`src/rtl/equiv_sweep_ctrl_if.sv`:
```
// Bus between the equivalence sweep controller and its environment:
// start/result handshake plus the shared vector and the two unit outputs.
interface equiv_sweep_ctrl_if #(
    parameter int unsigned N_IN  = 3,
    parameter int unsigned N_OUT = 2
);
    logic              start;
    logic [N_IN-1:0]   vec;
    logic [N_OUT-1:0]  y_a;
    logic [N_OUT-1:0]  y_b;
    logic              busy;
    logic              done;
    logic              pass;
    logic [N_IN:0]     err_count;
    logic              fail_valid;
    logic [N_IN-1:0]   fail_vec;

    // Controller side
    modport master (
        input  start, y_a, y_b,
        output vec, busy, done, pass, err_count, fail_valid, fail_vec
    );

    // Environment side: issues start, supplies unit outputs, reads results
    modport slave (
        output start, y_a, y_b,
        input  vec, busy, done, pass, err_count, fail_valid, fail_vec
    );
endinterface

```
`src/rtl/equiv_sweep_ctrl.sv`:
```
// Exhaustive equivalence sweep controller: drives every N_IN-bit vector to
// units A and B, holds each for SETTLE cycles, then compares their outputs.
// Optional macro SWEEP_STOP_ON_FAIL_EN ends the sweep at the first mismatch.
module equiv_sweep_ctrl #(
    parameter int unsigned N_IN   = 3,
    parameter int unsigned N_OUT  = 2,
    parameter int unsigned SETTLE = 1
) (
    input  logic                clk,
    input  logic                reset,
    equiv_sweep_ctrl_if.master  bus
);
    localparam int unsigned CNT_W = (SETTLE > 1) ? $clog2(SETTLE) : 1;
    localparam int unsigned ERR_W = N_IN + 1;
    localparam logic [N_IN-1:0] VEC_LAST = {N_IN{1'b1}};

    localparam logic [1:0] S_IDLE  = 2'd0;
    localparam logic [1:0] S_WAIT  = 2'd1;
    localparam logic [1:0] S_CHECK = 2'd2;
    localparam logic [1:0] S_DONE  = 2'd3;

    logic [1:0]        state_q, state_d;
    logic [CNT_W-1:0]  cnt_q, cnt_d;
    logic [N_IN-1:0]   vec_q, vec_d;
    logic [ERR_W-1:0]  err_q, err_d;
    logic              fv_q, fv_d;
    logic [N_IN-1:0]   fvec_q, fvec_d;
    logic              busy_q, busy_d;
    logic              done_q, done_d;
    logic              pass_q, pass_d;

    logic [N_OUT-1:0]  y_a_c, y_b_c;
    logic              mismatch_c;
    logic              last_c;

    assign y_a_c      = bus.y_a;
    assign y_b_c      = bus.y_b;
    assign mismatch_c = (y_a_c != y_b_c);

    // State and result registers
    always_ff @(posedge clk) begin
        if (reset) begin
            state_q <= S_IDLE;
            cnt_q   <= '0;
            vec_q   <= '0;
            err_q   <= '0;
            fv_q    <= 1'b0;
            fvec_q  <= '0;
            busy_q  <= 1'b0;
            done_q  <= 1'b0;
            pass_q  <= 1'b0;
        end else begin
            state_q <= state_d;
            cnt_q   <= cnt_d;
            vec_q   <= vec_d;
            err_q   <= err_d;
            fv_q    <= fv_d;
            fvec_q  <= fvec_d;
            busy_q  <= busy_d;
            done_q  <= done_d;
            pass_q  <= pass_d;
        end
    end

    // Sweep sequencing: settle, compare, advance or finish
    always_comb begin
        state_d = state_q;
        cnt_d   = cnt_q;
        vec_d   = vec_q;
        err_d   = err_q;
        fv_d    = fv_q;
        fvec_d  = fvec_q;
        busy_d  = busy_q;
        done_d  = done_q;
        pass_d  = pass_q;
        last_c  = (vec_q == VEC_LAST);

        case (state_q)
            S_IDLE, S_DONE: begin
                if (bus.start) begin
                    state_d = S_WAIT;
                    cnt_d   = '0;
                    vec_d   = '0;
                    err_d   = '0;
                    fv_d    = 1'b0;
                    fvec_d  = '0;
                    busy_d  = 1'b1;
                    done_d  = 1'b0;
                    pass_d  = 1'b0;
                end
            end
            S_WAIT: begin
                if (cnt_q == CNT_W'(SETTLE - 1)) begin
                    cnt_d   = '0;
                    state_d = S_CHECK;
                end else begin
                    cnt_d   = cnt_q + CNT_W'(1);
                end
            end
            S_CHECK: begin
                if (mismatch_c) begin
                    err_d = err_q + ERR_W'(1);
                    if (!fv_q) begin
                        fv_d   = 1'b1;
                        fvec_d = vec_q;
                    end
                end
`ifdef SWEEP_STOP_ON_FAIL_EN
                last_c = last_c || mismatch_c;
`endif
                if (last_c) begin
                    state_d = S_DONE;
                    vec_d   = '0;
                    busy_d  = 1'b0;
                    done_d  = 1'b1;
                    pass_d  = (err_d == '0);
                end else begin
                    state_d = S_WAIT;
                    vec_d   = vec_q + N_IN'(1);
                end
            end
            default: begin
                state_d = S_IDLE;
            end
        endcase
    end

    assign bus.vec        = vec_q;
    assign bus.busy       = busy_q;
    assign bus.done       = done_q;
    assign bus.pass       = pass_q;
    assign bus.err_count  = err_q;
    assign bus.fail_valid = fv_q;
    assign bus.fail_vec   = fvec_q;
endmodule

```
`src/flat_wrapper.sv`:
```
// flat-port wrapper written by rule: the top's interface ports become plain ports
module equiv_sweep_ctrl_flat 
#(
    parameter int unsigned N_IN   = 3,
    parameter int unsigned N_OUT  = 2,
    parameter int unsigned SETTLE = 1
)
  (clk, reset, bus_start, bus_y_a, bus_y_b, bus_vec, bus_busy, bus_done, bus_pass, bus_err_count, bus_fail_valid, bus_fail_vec);
  equiv_sweep_ctrl_if #(.N_IN(N_IN), .N_OUT(N_OUT)) bus_i ();
  input  logic clk;
  input  logic reset;
  input wire logic [$bits(bus_i.start)-1:0] bus_start;
  input wire logic [$bits(bus_i.y_a)-1:0] bus_y_a;
  input wire logic [$bits(bus_i.y_b)-1:0] bus_y_b;
  output wire logic [$bits(bus_i.vec)-1:0] bus_vec;
  output wire logic [$bits(bus_i.busy)-1:0] bus_busy;
  output wire logic [$bits(bus_i.done)-1:0] bus_done;
  output wire logic [$bits(bus_i.pass)-1:0] bus_pass;
  output wire logic [$bits(bus_i.err_count)-1:0] bus_err_count;
  output wire logic [$bits(bus_i.fail_valid)-1:0] bus_fail_valid;
  output wire logic [$bits(bus_i.fail_vec)-1:0] bus_fail_vec;
  assign bus_i.start = bus_start;
  assign bus_i.y_a = bus_y_a;
  assign bus_i.y_b = bus_y_b;
  assign bus_vec = bus_i.vec;
  assign bus_busy = bus_i.busy;
  assign bus_done = bus_i.done;
  assign bus_pass = bus_i.pass;
  assign bus_err_count = bus_i.err_count;
  assign bus_fail_valid = bus_i.fail_valid;
  assign bus_fail_vec = bus_i.fail_vec;
  equiv_sweep_ctrl #(.N_IN(N_IN), .N_OUT(N_OUT), .SETTLE(SETTLE)) u_core (.clk(clk), .reset(reset), .bus(bus_i));
endmodule
```
`config.mk`:
```
export PLATFORM = sky130hd
export DESIGN_NAME = equiv_sweep_ctrl_flat
export DESIGN_NICKNAME = d
export VERILOG_FILES = /design/src/rtl/equiv_sweep_ctrl_if.sv /design/src/rtl/equiv_sweep_ctrl.sv /design/src/flat_wrapper.sv
export SDC_FILE = /design/constraint.sdc
export NUM_CORES = 1
export LEC_CHECK = 0
export ABC_AREA = 1
export CORE_UTILIZATION = 35
export DETAILED_ROUTE_END_ITERATION = 10
export PLACE_DENSITY = 0.57
export SLEW_MARGIN = 20
export SYNTH_ARGS = -nofsm -noshare
export SYNTH_HDL_FRONTEND = slang
export SYNTH_SLANG_ARGS = --single-unit
```
`constraint.sdc`:
```
create_clock -name clk -period 1.67 [get_ports clk]
set_input_delay 0.2505 -clock clk [delete_from_list [all_inputs] [get_ports clk]]
set_output_delay 0.2505 -clock clk [all_outputs]
set_load 0.01 [all_outputs]
```
* Word level (Yosys, flattened, before mapping)
Cells that the tools add are included.
** Operators by class
- Eq/ne operators :: 10
- Reductions and logical operators :: 11
- Muxes and demuxes :: 26
- Add/subtract/negate cells :: 3
** Operator list (count)
- two-way mux 3 bit :: 4
- two-way mux 4 bit :: 3
- one-hot mux 3 bit (2 select lines) :: 2
- one-hot mux 1 bit (2 select lines) :: 5
- one-hot mux 4 bit (2 select lines) :: 1
- two-way mux 1 bit :: 7
- two-way mux 2 bit :: 3
- != test 2 bit (second input constant) :: 3
- one-hot mux 2 bit (3 select lines) :: 1
- AND reduction 2 bit :: 3
- AND reduction 3 bit :: 2
- adder 4 x 1 -> 4 bit (second input constant) :: 1
- == test 2 bit (second input constant) :: 2
- logical NOT 4 bit :: 1
- != test 2 x 1 -> 1 bit (second input constant) :: 2
- AND reduction 4 bit :: 1
- nonzero test 2 bit :: 2
- adder 3 x 1 -> 3 bit (second input constant) :: 1
- == test 3 bit (second input constant) :: 1
- == test 2 x 1 -> 1 bit (second input constant) :: 1
- logical NOT 2 bit :: 1
- != test 2 bit :: 1
- OR reduction 2 bit :: 1
- adder 1 bit (second input constant) :: 1
** Storage, ports and cells
- Register bits after elaboration :: 17
- Word-level logic and storage cells :: 59
- Output and inout bits :: 14
- Bits of input ports :: 7

* Depth between registers and ports, before layout
- Depth after elaboration :: 6
- Depth in mapped cells :: 9
- Mapped depth without buffers :: 9

* Least setup slack after synthesis
Ideal clock, no wire load.
- Kind :: register to register
- Start :: register u_core.state_q[0]
- End :: register u_core.fvec_q[2] (netlist: u_core.bus.fail_vec[2])
- Data arrival time :: 1259 ps
- Buffers on the path :: 0
- Clock period less this slack :: 1391 ps
- Stages on the path, launching flop included :: 8
- Slack :: 279 ps
- Required time :: 1538 ps
- Library setup time :: 132 ps
- Cell sequence :: dfxtp_1 > inv_1 > ha_1 > inv_1 > nor2_1 > nor2_2 > nand4_1 > a21oi_1
** Between the ends
- Word-level cells in the longest chain between the ends :: 4
- Elaborated cells between the ends (all ways) :: 10
- Classes of those cells :: eq/ne: 5; mux: 1; reduce/logical: 4
** Ends and longest elaborated chain
- from (decl) :: line equiv_sweep_ctrl.sv:22 : logic [1:0] state_q, state_d;
- from (signal assigned) :: line equiv_sweep_ctrl.sv:53 : state_q <= state_d;
- == test 2 bit / logical NOT 2 bit (equally long branches) :: line equiv_sweep_ctrl.sv:78 : case (state_q)
- OR reduction 2 bit :: line equiv_sweep_ctrl.sv:78
- != test 2 bit (no source line) / nonzero test 2 bit (equally long branches)
- AND reduction 4 bit (no source line)
- to (signal assigned) :: line equiv_sweep_ctrl.sv:58 : fvec_q <= fvec_d;
- to (decl) :: line equiv_sweep_ctrl.sv:27 : logic [N_IN-1:0] fvec_q, fvec_d;
Parallel ways exist; a longest one is shown, timed or not.
A chain may end at the register's enable or synchronous reset.

* Worst setup path in the final report
- Start :: register u_core.err_q[0] (netlist: u_core.bus.err_count[0])
- End :: output port bus_err_count[0]
** RTL lines
- from (decl) :: line equiv_sweep_ctrl.sv:25 : logic [ERR_W-1:0] err_q, err_d;
- from (signal assigned) :: line equiv_sweep_ctrl.sv:56 : err_q <= err_d;
- to (decl) :: line flat_wrapper.sv:19 : output wire logic [$bits(bus_i.err_count)-1:0] bus_err_count;
No word-level cell between the ends.

==> summary.json <==
{
  "layout": {
    "nets": 167,
    "areaGrowthSynthToFinish_pct": 36.0,
    "fillers": 247,
    "postLayoutCoreUtil": 0.519,
    "antenna_cells": 0,
    "layout-drive-gt1-share": 0.105,
    "final_cells": 181
  },
  "power": {
    "power.ir.vdd_worst_v": 0.000483,
    "cellPowerDensity_nw_per_um2": 766,
    "leak_pwr_nw": 0.519
  },
  "setup_path": {
    "start_kind": "flop",
    "cp_num_buf_inv": 1,
    "critical_path.max_fanout": 7,
    "timing.critical_path.arrival_ns": 1.32,
    "timing.critical_path.required_ns": 1.42,
    "r2r_cell_count": 6,
    "crit_path_max_incr_delay_ns": 0.58,
    "r2r_setup_slk_ns": 0.15,
    "r2r_end": "u_core.bus.fail_vec[1]$_SDFFE_PP0P_",
    "cpLargestDelayFamily": "buffers and inverters",
    "timing.critical_path.cells": "clkdlybuf4s50_1",
    "critical_path.reg2reg.startpoint": "u_core.state_q[0]$_SDFFE_PP0P_",
    "critical_path.slowest_cell": "clkdlybuf4s50_1",
    "critical_path.endpoint_type": "output port",
    "setup.worst_path.class": "flop to output port",
    "cp.depth": 1
  },
  "placement": {
    "routabilityCongestion": 0.788,
    "hpwl_um": 1500,
    "placed_cells_incl_taps": 177,
    "place.port_buffers": 20
  },
  "clock_tree": {
    "cts_buffers": 3,
    "postCtsResizedCells": 0,
    "cts-hold-fix-buffers": 0,
    "cts_sinks": 16,
    "cts_tree": "yes",
    "cts.root.buffer_cell": "clkbuf_4",
    "post_cts_buffers": 0,
    "worst_skew_pair.late_latency_ns": 0.28,
    "worst_setup_hold_path_clk_slew_ns": 0.09,
    "cts-root-to-sink-buffers": 2,
    "cts_max_level": 1
  },
  "run": {
    "drv_cap": 0
  },
  "yosys": {
    "synth_fp_nets": 139,
    "synth_area_per_cell_um2": 6.83,
    "seq_area_frac_synth": 0.372,
    "post_synth_main_area_contributors": "dfxtp_1 (37%), nand2_1 (18%), a21oi_1 (9.3%), ha_1 (8.7%), inv_1 (6.5%)",
    "netlist_instances": 126,
    "ys_dominant_reg_cell": "dfxtp_1",
    "post_synth_num_cell_types": 17,
    "yosys_warnings": 0,
    "post-synth-top-count-cell": "nand2_1",
    "synth_top_area_cell": "dfxtp_1",
    "proportion_of_synthesized_flip_flops_having_asynchronous_set_or_reset": 0,
    "post-synth-top-area-fraction": 0.372,
    "synth.cells.most_frequent": "nand2_1 (41), a21oi_1 (16), dfxtp_1 (16)",
    "synth-edff-count": 0,
    "postSynthRegisterBits": 16,
    "synth.cell_area_um2": 861
  },
  "run_status": {
    "run_status": "complete, no violations"
  },
  "hold_path": {
    "worstHoldStart": "u_core.bus.pass$_SDFFE_PP0P_",
    "timing.hold.worst.class": "flop to flop",
    "endpoint_with_the_worst_hold_slack": "u_core.bus.pass$_SDFFE_PP0P_",
    "min_delay_path_depth": 2
  },
  "drt": {
    "detail_route.vias_per_cell": 4.82,
    "detail_route.drc_violations": 0,
    "drt_wl_total_um": 1920,
    "dr.first_iter.drc_count": 10,
    "drt.antenna.violating_nets": 0,
    "detail_route.wl_per_cell_um": 10.6,
    "route.vias.total": 873,
    "detail_route.first_pass.iterations": 4
  },
  "floorplanning": {
    "ios": 21,
    "floorplan.initialDensity": 0.382,
    "fp.dieArea_um2": 2660,
    "die_y_um": 51.6,
    "die_width_um": 51.6,
    "core.rowCount": 17,
    "design.core.area_um2": 2250
  },
  "global_routing": {
    "total_global_routing_overflow": 0,
    "grt_max_degree": 10,
    "first_global_vias": 773,
    "grt_antenna_before_repair": 0,
    "grt_pass1_wl_um": 3360,
    "grt_use_total": 0.169
  },
  "timing": {
    "setup_viol": 0,
    "final_min_period_over_clock_period": 0.938,
    "final_sum_of_negative_setup_slack_ns": 0,
    "clock.fmax_mhz": 638,
    "timing.final.hold_violations": 0,
    "slew_viol_final": 0,
    "post-route-min-period_ns": 1.57,
    "slew-limit-headroom": 0.836,
    "final.setup_skew_ns": 0.00109,
    "unrepaired_setup_endpoints_after_global_routing": "false",
    "worstMarginPinSlew_ns": 0.246
  }
}
[kinds of logic (layout without fill, tap and decap cells)]
kind of cell | Yosys count | count (layout) | share of synthesized area
flip-flops | 16 | 16 | 0.372
buffers and inverters | 18 | 45 | 0.0785
AO/OA/AOI/OAI | 19 | 19 | 0.124
adder cells (fa/ha/maj) | 6 | 6 | 0.0872
XOR/XNOR | 1 | 1 | 0.0102
AND/OR/NAND/NOR | 66 | 66 | 0.328
[registers in the layout (all words and copies together), names as in the netlist]
| name | count |
|---|---|
| u_core.bus.err_count | 4 |
| u_core.bus.fail_vec | 3 |
| u_core.bus.vec | 3 |
| u_core.state_q | 2 |
| u_core.bus.busy | 1 |
| u_core.bus.done | 1 |
| u_core.bus.fail_valid | 1 |
| u_core.bus.pass | 1 |
[per-layer routing]
layer | share of wire | vias to the layer above | track usage
li1 | - | 462 | -
met5 | 0 | - | 0
met3 | 0.029 | 2 | 0.0351
met2 | 0.46 | 13 | 0.286
met1 | 0.50 | 396 | 0.209
met4 | 0.0063 | 0 | 0.0676
[through the flow]
step                      power (mW)  hold slack (ns)  instance area [µm²]  worst slack [ns]
after floorplan                0.560            0.320                  861             0.279
after CTS                      0.907            0.478                 1160            0.0764
after detailed placement       0.649            0.463                 1120            0.0361
after global placement         0.646            0.462                 1120            0.0512
final                          0.897            0.474                 1170             0.103
after global routing           0.959            0.520                 1170            0.0112
[area by class of cell]
cell class,count,area [µm²],share of cell area
inverters,17,63.8,0.0545
well taps,28,35.0,0.0299
clock buffers,4,36.3,0.0310
repair buffers,24,230,0.197
flip-flops and latches,16,320,0.274
multi-input cells,92,485,0.415
[worst max-delay path by stage]
stage	startpoint	endpoint
2_1_floorplan	u_core.state_q[0]$_SDFFE_PP0P_	u_core.bus.fail_vec[2]$_SDFFE_PP0P_
3_3_place_gp	bus_y_a[0]	u_core.bus.pass$_SDFFE_PP0P_
3_5_place_dp	bus_y_a[0]	u_core.bus.pass$_SDFFE_PP0P_
4_1_cts	u_core.bus.err_count[0]$_SDFFE_PP0P_	bus_err_count[0]
5_1_grt	u_core.state_q[0]$_SDFFE_PP0P_	u_core.bus.fail_vec[1]$_SDFFE_PP0P_
6_report	u_core.bus.err_count[0]$_SDFFE_PP0P_	bus_err_count[0]
[power breakdown]
| group | leakage (nW) | total, mW | switching, mW | internal [mW] |
|---|---|---|---|---|
| registers | 0.130 | 0.418 | 0.0147 | 0.404 |
| clock network | 0.0210 | 0.251 | 0.119 | 0.133 |
| logic | 0.368 | 0.227 | 0.131 | 0.0962 |
| total | 0.519 | 0.897 | 0.264 | 0.633 |
[layout by cell type (no fill, tap or decap), types with 2 or more instances in the layout]
cell / n
buf_4: 4
nand4_1: 2
inv_1: 15
dfxtp_1: 16
nor2_1: 7
a21oi_1: 16
ha_1: 6
nand3_1: 10
clkdlybuf4s50_1: 20
nand2_1: 41
clkbuf_4: 3
o21ai_0: 2
inv_2: 2
nor3_2: 2
Power figures use the tool's default switching activity.
